File: src/rtl/stack_pkg.sv
// stack_pkg: shared opcodes, FSM state encoding and stack register codes
// for the stack_unit engine and its per-stack banks.
package stack_pkg;

    // Command opcodes carried on op_code
    localparam logic [2:0] OP_POP   = 3'b001;
    localparam logic [2:0] OP_PUSH  = 3'b010;
    localparam logic [2:0] OP_PUSHI = 3'b011;
    localparam logic [2:0] OP_GSA   = 3'b100;
    localparam logic [2:0] OP_PEEK  = 3'b101;
    localparam logic [2:0] OP_CLR   = 3'b110;

    // Control FSM of stack_unit
    typedef enum logic [1:0] {
        ST_IDLE = 2'd0,
        ST_READ = 2'd1,
        ST_WB   = 2'd2
    } state_t;

    // Register-file codes that name stacks A/B/C
    localparam logic [7:0] STACK_CODE_A = 8'h20;
    localparam logic [7:0] STACK_CODE_B = 8'h40;
    localparam logic [7:0] STACK_CODE_C = 8'h60;

endpackage

File: src/rtl/stack_bank.sv
// stack_bank: one LIFO stack (DEPTH x DATA_W RAM plus occupancy count).
// Ports:
//   clk, rst        - clock, synchronous active-high reset (count/top only)
//   push/pop/clr    - single-cycle strobes; push ignored when full,
//                     pop ignored when empty, clr has priority
//   rd_en           - capture current top into top_data (0 when empty)
//   push_data       - value written on push
//   top_data        - registered top-of-stack read
//   count           - live occupancy, full/empty derived from it
module stack_bank
    import stack_pkg::*;
#(
    parameter int DEPTH  = 16,
    parameter int DATA_W = 32,
    parameter int CNT_W  = $clog2(DEPTH + 1)
) (
    input  logic              clk,
    input  logic              rst,
    input  logic              push,
    input  logic              pop,
    input  logic              clr,
    input  logic              rd_en,
    input  logic [DATA_W-1:0] push_data,
    output logic [DATA_W-1:0] top_data,
    output logic [CNT_W-1:0]  count,
    output logic              full,
    output logic              empty
);

    localparam int AW = $clog2(DEPTH);

    logic [DATA_W-1:0] mem [DEPTH];
    logic [AW-1:0]     wr_idx;
    logic [AW-1:0]     top_idx;

    // DEPTH is a power of two, so the low AW bits of count address the
    // next free slot; wrap of wr_idx at full lands top_idx on DEPTH-1.
    assign wr_idx  = count[AW-1:0];
    assign top_idx = wr_idx - AW'(1);
    assign full    = (count == CNT_W'(DEPTH));
    assign empty   = (count == '0);

    // Storage is intentionally not reset
    always_ff @(posedge clk) begin
        if (push && !full)
            mem[wr_idx] <= push_data;
    end

    always_ff @(posedge clk) begin
        if (rst) begin
            count    <= '0;
            top_data <= '0;
        end else begin
            if (clr)
                count <= '0;
            else if (push && !full)
                count <= count + CNT_W'(1);
            else if (pop && !empty)
                count <= count - CNT_W'(1);

            // Read uses the pre-pop count, so a POP sees its own top entry
            if (rd_en)
                top_data <= empty ? '0 : mem[top_idx];
        end
    end

endmodule

File: src/rtl/stack_unit.sv
// stack_unit: multi-stack engine. Accepts POP/PUSH/PUSHI/GSA/CLR (and PEEK
// when built with STACK_PEEK_EN defined) over a valid/ready command port and
// returns register write-backs over a valid/ready write-back port.
// Ports:
//   clk, rst                       - clock, synchronous active-high reset
//   op_valid/op_ready              - command handshake
//   op_code, op_stack_id           - opcode and target stack (1..STACK_COUNT)
//   op_value                       - PUSH/PUSHI data
//   op_dest_code                   - write-back register code
//   wb_valid/wb_ready              - write-back handshake
//   wb_code, wb_value              - write-back payload, stable while pending
//   count_flat                     - all stack counts, stack 1 at LSBs
//   err_overflow/err_underflow     - sticky error flags
//   err_clear                      - clears both flags (a same-cycle set wins)
// Build option: STACK_PEEK_EN enables opcode 101 as PEEK; otherwise no-op.
module stack_unit
    import stack_pkg::*;
#(
    parameter int STACK_COUNT = 3,
    parameter int DEPTH       = 16,
    parameter int DATA_W      = 32,
    localparam int CNT_W      = $clog2(DEPTH + 1)
) (
    input  logic                         clk,
    input  logic                         rst,
    input  logic                         op_valid,
    output logic                         op_ready,
    input  logic [2:0]                   op_code,
    input  logic [2:0]                   op_stack_id,
    input  logic [DATA_W-1:0]            op_value,
    input  logic [7:0]                   op_dest_code,
    output logic                         wb_valid,
    input  logic                         wb_ready,
    output logic [7:0]                   wb_code,
    output logic [DATA_W-1:0]            wb_value,
    output logic [STACK_COUNT*CNT_W-1:0] count_flat,
    output logic                         err_overflow,
    output logic                         err_underflow,
    input  logic                         err_clear
);

    state_t state, state_nxt;

    logic [STACK_COUNT-1:0]             sel;
    logic [STACK_COUNT-1:0]             sel_q;
    logic [STACK_COUNT-1:0][DATA_W-1:0] top_data;
    logic [STACK_COUNT-1:0][CNT_W-1:0]  cnt;
    logic [STACK_COUNT-1:0]             full, empty;
    logic [STACK_COUNT-1:0]             push_s, pop_s, clr_s, rd_s;

    logic              sel_full, sel_empty;
    logic [CNT_W-1:0]  sel_cnt;
    logic [DATA_W-1:0] rd_mux;
    logic              acc;
    logic              is_pop, is_push, is_gsa, is_clr, is_peek, is_read;

    assign op_ready = (state == ST_IDLE) && !rst;
    assign wb_valid = (state == ST_WB);

    assign is_pop  = (op_code == OP_POP);
    assign is_push = (op_code == OP_PUSH) || (op_code == OP_PUSHI);
    assign is_gsa  = (op_code == OP_GSA);
    assign is_clr  = (op_code == OP_CLR);
`ifdef STACK_PEEK_EN
    assign is_peek = (op_code == OP_PEEK);
`else
    assign is_peek = 1'b0;
`endif
    assign is_read = is_pop || is_peek;

    // One-hot stack decode; ID 0 or beyond STACK_COUNT selects nothing,
    // which turns the command into a silent no-op.
    always_comb begin
        sel       = '0;
        sel_full  = 1'b0;
        sel_empty = 1'b0;
        sel_cnt   = '0;
        for (int i = 0; i < STACK_COUNT; i++) begin
            sel[i] = (op_stack_id == 3'(i + 1));
            if (sel[i]) begin
                sel_full  = full[i];
                sel_empty = empty[i];
                sel_cnt   = cnt[i];
            end
        end
    end

    assign acc = op_valid && op_ready && (|sel);

    assign push_s = {STACK_COUNT{acc && is_push}} & sel;
    assign pop_s  = {STACK_COUNT{acc && is_pop}}  & sel;
    assign clr_s  = {STACK_COUNT{acc && is_clr}}  & sel;
    assign rd_s   = {STACK_COUNT{acc && is_read}} & sel;

    for (genvar g = 0; g < STACK_COUNT; g++) begin : g_bank
        stack_bank #(
            .DEPTH  (DEPTH),
            .DATA_W (DATA_W),
            .CNT_W  (CNT_W)
        ) u_bank (
            .clk       (clk),
            .rst       (rst),
            .push      (push_s[g]),
            .pop       (pop_s[g]),
            .clr       (clr_s[g]),
            .rd_en     (rd_s[g]),
            .push_data (op_value),
            .top_data  (top_data[g]),
            .count     (cnt[g]),
            .full      (full[g]),
            .empty     (empty[g])
        );
    end

    assign count_flat = cnt;

    always_comb begin
        rd_mux = '0;
        for (int i = 0; i < STACK_COUNT; i++)
            if (sel_q[i])
                rd_mux = rd_mux | top_data[i];
    end

    // FSM state register
    always_ff @(posedge clk) begin
        if (rst)
            state <= ST_IDLE;
        else
            state <= state_nxt;
    end

    always_comb begin
        state_nxt = state;
        case (state)
            ST_IDLE: begin
                if (acc && is_read)
                    state_nxt = ST_READ;
                else if (acc && is_gsa)
                    state_nxt = ST_WB;
            end
            ST_READ: state_nxt = ST_WB;
            ST_WB: begin
                if (wb_ready)
                    state_nxt = ST_IDLE;
            end
            default: state_nxt = ST_IDLE;
        endcase
    end

    // Write-back payload and sticky errors
    always_ff @(posedge clk) begin
        if (rst) begin
            wb_code       <= '0;
            wb_value      <= '0;
            sel_q         <= '0;
            err_overflow  <= 1'b0;
            err_underflow <= 1'b0;
        end else begin
            if (acc && (is_read || is_gsa)) begin
                wb_code <= op_dest_code;
                sel_q   <= sel;
            end
            // GSA reports the count as seen on its own accept edge
            if (acc && is_gsa)
                wb_value <= DATA_W'(sel_cnt);
            else if (state == ST_READ)
                wb_value <= rd_mux;

            if (acc && is_push && sel_full)
                err_overflow <= 1'b1;
            else if (err_clear)
                err_overflow <= 1'b0;

            if (acc && is_read && sel_empty)
                err_underflow <= 1'b1;
            else if (err_clear)
                err_underflow <= 1'b0;
        end
    end

endmodule

File: config.mk
export PLATFORM = sky130hd
export DESIGN_NAME = stack_unit
export DESIGN_NICKNAME = d
export VERILOG_FILES = /design/src/rtl/stack_pkg.sv /design/src/rtl/stack_bank.sv /design/src/rtl/stack_unit.sv
export SDC_FILE = /design/constraint.sdc
export NUM_CORES = 2
export LEC_CHECK = 0
export BUFFER_PORTS_ARGS = -buffer_cell sky130_fd_sc_hd__buf_4
export CAP_MARGIN = 25
export CORE_MARGIN = 4
export CORE_UTILIZATION = 35
export DETAILED_ROUTE_END_ITERATION = 10
export PLACE_DENSITY = 0.54
export REMOVE_ABC_BUFFERS = 1
export SLEW_MARGIN = 20
export SYNTH_ARGS = -nofsm -noshare
export SYNTH_HDL_FRONTEND = slang
export SYNTH_SLANG_ARGS = --single-unit
File: constraint.sdc
create_clock -name clk -period 5.92 [get_ports clk]
set_input_delay 1.184 -clock clk [delete_from_list [all_inputs] [get_ports clk]]
set_output_delay 1.184 -clock clk [all_outputs]
set_load 0.01 [all_outputs]
---- Yosys cells after proc, flatten, opt, wreduce, memory -nomap -nowiden ----
Memory sizes are Yosys's and may differ from the RTL's.
Cells that the tools add are included.
cells by class
  add/sub/neg operators ................... 9
  eq/ne operators ......................... 15
  muxes and demuxes ....................... 36
  bitwise gates (word level) .............. 5
  reductions and logical operators ........ 41
operators by type and width
  kind                   number
  $mux W32               6
  $or A32 B32 Y32        2
  $mux W5                11
  $logic_and A1 B1 Y1    16
  $add A5 B1 Y5 const B  3
  $eq A5 B5 Y1 const B   3
  $logic_not A5 Y1       3
  $mux W1                15
  $sub A5 B1 Y5 const B  3
  $eq A3 B2 Y1 const B   4
  $reduce_bool A2 Y1     6
  $sub A4 B1 Y4 const B  3
  $and A3 B3 Y3          3
  $reduce_or A2 Y1       4
  $logic_not A1 Y1       7
  $eq A3 B1 Y1 const B   2
  $eq A3 B3 Y1 const B   2
  $mux W2                3
  $pmux W2 S3            1
  $ne A3 B1 Y1 const B   1
  $reduce_or A3 Y1       1
  $eq A2 B1 Y1 const B   1
  $eq A2 B2 Y1 const B   1
  $logic_not A2 Y1       1
  other kinds (3)        4
word-level totals
  register bits ........................... 158
  bits in writable memories ............... 1536
  input port bits ......................... 51
  output and inout bits ................... 59
  logic and storage cells ................. 122
  memories ................................ 3
memories
  memory                depth  bits a word  rd ports  clocked after memory_dff  wr ports  RTL line          RTL
  g_bank[0].u_bank.mem  16     32           1         0                         1         stack_bank.sv:32  logic [DATA_W-1:0] mem [DEPTH];
  g_bank[1].u_bank.mem  16     32           1         0                         1         stack_bank.sv:32
  g_bank[2].u_bank.mem  16     32           1         0                         1         stack_bank.sv:32

---- Logic depth before layout (Yosys ltp) ----
  depth in word-level cells ............... 9
  gate-level depth with buffers ........... 15
  mapped depth without buffers ............ 11

---- Modules after synthesis ----
A second synthesis with hierarchy kept.
unflattened totals
  cell total of the unflattened synthesis .. 3065
  area, all modules ....................... 64840.9 um2
by module, submodules not included
  module      times used  cells each  area each (um2)  seq. area each (um2)
  stack_bank  3           929         20820.0          16115.5
  stack_unit  1           278         2381.0           940.9

---- Least setup slack after synthesis ----
OpenSTA, ideal clock, no wires.
  path kind ............................... in2reg
  start ................................... input rst
  end ..................................... memory g_bank[1].u_bank.mem[0][0] (enable)
  library setup time ...................... 0.502 ns
  arrival ................................. 5.314 ns
  required time ........................... 5.418 ns
  slack ................................... 0.105 ns
  cell stages on the path ................. 5
  path buffers ............................ 2
  path through ............................ buf_6 > or3_4 > buf_6 > or3_1 > nor4_1
between the ends
  longest elaborated chain between the ends .. 9
ends and longest elaborated chain
  what                               RTL line          RTL
  from (decl)                        stack_unit.sv:25  input logic rst,
  $logic_not A1 Y1                   stack_unit.sv:57  assign op_ready = (state == ST_IDLE) && !rst;
  $logic_and A1 B1 Y1                stack_unit.sv:57
  $logic_and A1 B1 Y1 (2 in series)  stack_unit.sv:88  assign acc = op_valid && op_ready && (|sel);
  $logic_and A1 B1 Y1                stack_unit.sv:90  assign push_s = {STACK_COUNT{acc && is_push}} & sel;
  $and A3 B3 Y3                      stack_unit.sv:90
  $logic_and A1 B1 Y1                stack_bank.sv:45  if (push && !full)
  $mux W1                            stack_bank.sv:45
  $mux W1 (implied by the code)      stack_bank.sv:46  mem[wr_idx] <= push_data;
  to (decl)                          stack_bank.sv:32
No other way between the ends.

---- Final worst setup path ----
  start ................................... register g_bank[2].u_bank.count[0]
  end ..................................... memory g_bank[2].u_bank.mem[13][6] (enable)
between the ends
  longest elaborated chain between the ends .. 5
ends and longest elaborated chain
  what                           RTL line          RTL
  from (decl)                    stack_bank.sv:25  output logic [CNT_W-1:0] count,
  from (signal assigned)         stack_bank.sv:57  count <= count + CNT_W'(1);
  from (signal assigned)         stack_bank.sv:59  count <= count - CNT_W'(1);
  $eq A5 B5 Y1                   stack_bank.sv:40  assign full = (count == CNT_W'(DEPTH));
  $logic_not A1 Y1               stack_bank.sv:45
  $logic_and A1 B1 Y1            stack_bank.sv:45
  $mux W1                        stack_bank.sv:45
  $mux W1 (implied by the code)  stack_bank.sv:46
  to (decl)                      stack_bank.sv:32
Parallel ways exist; a longest one is shown, timed or not.

==> impl_metrics.json <==
{
  "rsz0062_at_grt": "no",
  "num_rows": 157,
  "cts-root-buf": "clkbuf_16",
  "hold_viol": 0,
  "clk_pin_slew_ns": 0.06,
  "routedWlPerCell_um": 29.7,
  "clock_skew_ns": 0.0418,
  "min_from": "g_bank[1].u_bank.top_data[7]",
  "worst-setup-path-type": "reg -> reg",
  "synth_flop_cell": "edfxtp_1",
  "grt_util_all_layers_pct": 18.9,
  "p_sw_w": 0.00509,
  "syn_area_per_cell_sq_um": 19.4,
  "max-vdd-ir-drop_mv": 0.299,
  "p_sw_share_pct": 20.5,
  "design.core.area_sq_mm": 0.184,
  "power_w": 0.0248,
  "io_pins": 110,
  "cts_buffers": 174,
  "layout.nets": 3625,
  "finalWirelength_um": 183000,
  "fill_cells": 16188,
  "slew_headroom_pct": 31.0,
  "antenna_found_initial": 7,
  "seq_area_frac_synth_pct": 76.0,
  "htree_levels": 4,
  "regToRegStartpoint": "g_bank[2].u_bank.count[0]",
  "required_ns": 6.40,
  "max_slew.worst_pin.slew_ns": 1.03,
  "place_hpwl_um": 112000,
  "dieArea_sq_mm": 0.192,
  "clk_latency_ns": 0.81,
  "synth_top_cell_area_share_pct": 71.1,
  "setup_viol": 0,
  "clock_path_buffers": 3,
  "ctsHoldBuffers": 0,
  "die_x_um": 439,
  "cp_max_fo": 46,
  "synth_cell_types": 63,
  "synthToLayoutAreaGrowth_pct": 16.5,
  "dr.pass1.iters": 6,
  "place_inst": 5827,
  "drc": 0,
  "setup_tns_ns": 0,
  "grt_max_degree": 100,
  "synth_top_cell_by_area": "edfxtp_1",
  "period_share_pct": 68.6,
  "pwr-share-seq_pct": 52.5,
  "clkPwrFrac_pct": 45.4,
  "netlist_area_sq_mm": 0.0649,
  "power_leakage_nw": 24.1,
  "via_per_inst": 5.37,
  "ys_ff_latch": 1694,
  "slew_violations": 0,
  "p_per_area_mw_per_mm2": 328,
  "combPwrFrac_pct": 2.1,
  "grt.overflow.total": 0,
  "cts-resized-gates": 0,
  "cap_violations": 0,
  "first_global_vias": 32901,
  "fin_util_pct": 41.1,
  "gp_congestion": 0.899,
  "internal_power_w": 0.0197,
  "crit_path_cell_trace": "inv_1 -> ha_4 -> nor4bb_1 -> nor4_2 -> nand2_1 -> nor2_4 -> buf_4",
  "cts_tree": "yes",
  "drt_iter0_markers": 3769,
  "post_cts_buffers": 0,
  "hp-class": "reg -> reg",
  "cp-start-kind": "register",
  "yosys-top-cells-area": "edfxtp_1 71%, mux4_2 13%, dfxtp_1 4.9%, nand2_1 1.9%, a21oi_1 1.1%",
  "crit_arrival_ns": 4.53,
  "clock.fmax_mhz": 246,
  "synth_common_cells": "1536 x edfxtp_1, 384 x mux4_2, 324 x nand2_1",
  "synth_cells": 3346,
  "fin_cells": 6168,
  "crit_start": "g_bank[2].u_bank.count[0]",
  "drive_gt1_share_pct": 25.6,
  "cpPeakStageDelay_ns": 0.99,
  "grt_pass1_wl_um": 257000,
  "start_util_pct": 35.3,
  "fp.dieH_um": 439,
  "vias": 33115,
  "clock_sink_count": 1694,
  "async_reset_ff_share_pct": 0,
  "status": "complete, no violations",
  "synth_most_common_cell": "edfxtp_1",
  "ant_nets": 0,
  "portBuffers": 109,
  "cp-end-kind": "register",
  "yosysWarnings": 0,
  "fin_crit_ns": 4.06,
  "critPathSlowestCell": "dfxtp_4",
  "synth_edf_count": 1536
}
-- cell usage in the layout, fill, tap and decap left out, types with 17 or more instances in the layout --
cell type	count
clkinv_1	23
a222oi_1	32
nor2_1	54
mux2i_1	19
a211oi_1	59
ha_1	23
buf_4	183
clkinv_2	28
clkbuf_1	41
a21boi_0	32
edfxtp_1	1536
nand2_1	323
clkbuf_16	182
a21oi_1	144
o21ai_0	39
inv_1	78
o22ai_1	33
nor2_4	37
mux4_2	384
bufinv_16	17
dfxtp_1	155
a211o_1	64
-- final timing paths --
check / to / slack [ns] / cells after the start
max: g_bank[2].u_bank.mem[13][6] / 1.86 / 7
min: g_bank[1].u_bank.top_data[7] / 0.46 / 2
max reg2reg: g_bank[2].u_bank.mem[13][6] / 1.86 / 7
min reg2reg: g_bank[1].u_bank.top_data[7] / 0.46 / 2
-- cell families after synthesis --
group | share of synthesized area, %
simple gates | 3.30
xor+xnor | 0.230
fa+ha+maj | 0.594
compound gates | 4.48
mux | 13.7
flops | 76.0
buf+inv | 1.71
-- final cells by class --
class	count	area (sq um)	area share (%)
Antenna cell	6	15.0	0.0199
Clock buffer	238	4910	6.50
Clock inverter	91	1000	1.33
Inverter	79	297	0.392
Multi-Input combinational cell	1384	15000	19.9
Sequential cell	1694	49300	65.2
Tap cell	2464	3080	4.08
Timing Repair Buffer	212	1960	2.60
-- layer usage --
| layer | vias up | wire length, um | GRT usage, % |
|---|---|---|---|
| li1 | 13953 | - | - |
| met1 | 17716 | 77400 | 26.4 |
| met2 | 1217 | 87400 | 30.0 |
| met3 | 229 | 11500 | 2.82 |
| met4 | 0 | 7130 | 7.14 |
| met5 | - | 0 | 0 |
-- sequential cells by signal (all words and copies together), names as in the netlist --
name,cells
err_overflow,1
err_underflow,1
g_bank.u_bank.count,15
g_bank.u_bank.mem,1536
g_bank.u_bank.top_data,96
sel_q,3
state,2
wb_code,8
wb_value,32
-- stage by stage --
| stage | cell area (sq um) | hold WS, ns | worst slack (ns) |
|---|---|---|---|
| floorplan | 64100 | 0.426 | -4.66 |
| global placement | 69100 | 0.441 | 1.49 |
| detailed placement | 69500 | 0.450 | 1.46 |
| CTS | 75400 | 0.464 | 1.82 |
| global route | 75600 | 0.484 | 1.62 |
| finish | 75600 | 0.463 | 1.86 |
-- critical path: cells and delay by family (launching register included) --
kind	cells	cell delay [ns]
buffers and inverters	2	0.70
adders and majority gates	1	0.26
DFF	1	0.99
and+or+nand+nor	4	1.74
-- power by group through the flow --
stage          sequential (W)  clock (W)  combinational (W)
4_1_cts                0.0130     0.0115           0.000522
2_1_floorplan          0.0133          0           0.000154
6_report               0.0130     0.0113           0.000510
3_5_place_dp           0.0133          0           0.000524
3_3_place_gp           0.0133          0           0.000516
5_1_grt                0.0130     0.0120           0.000542
No activity file was read; power rests on OpenSTA's default activity.
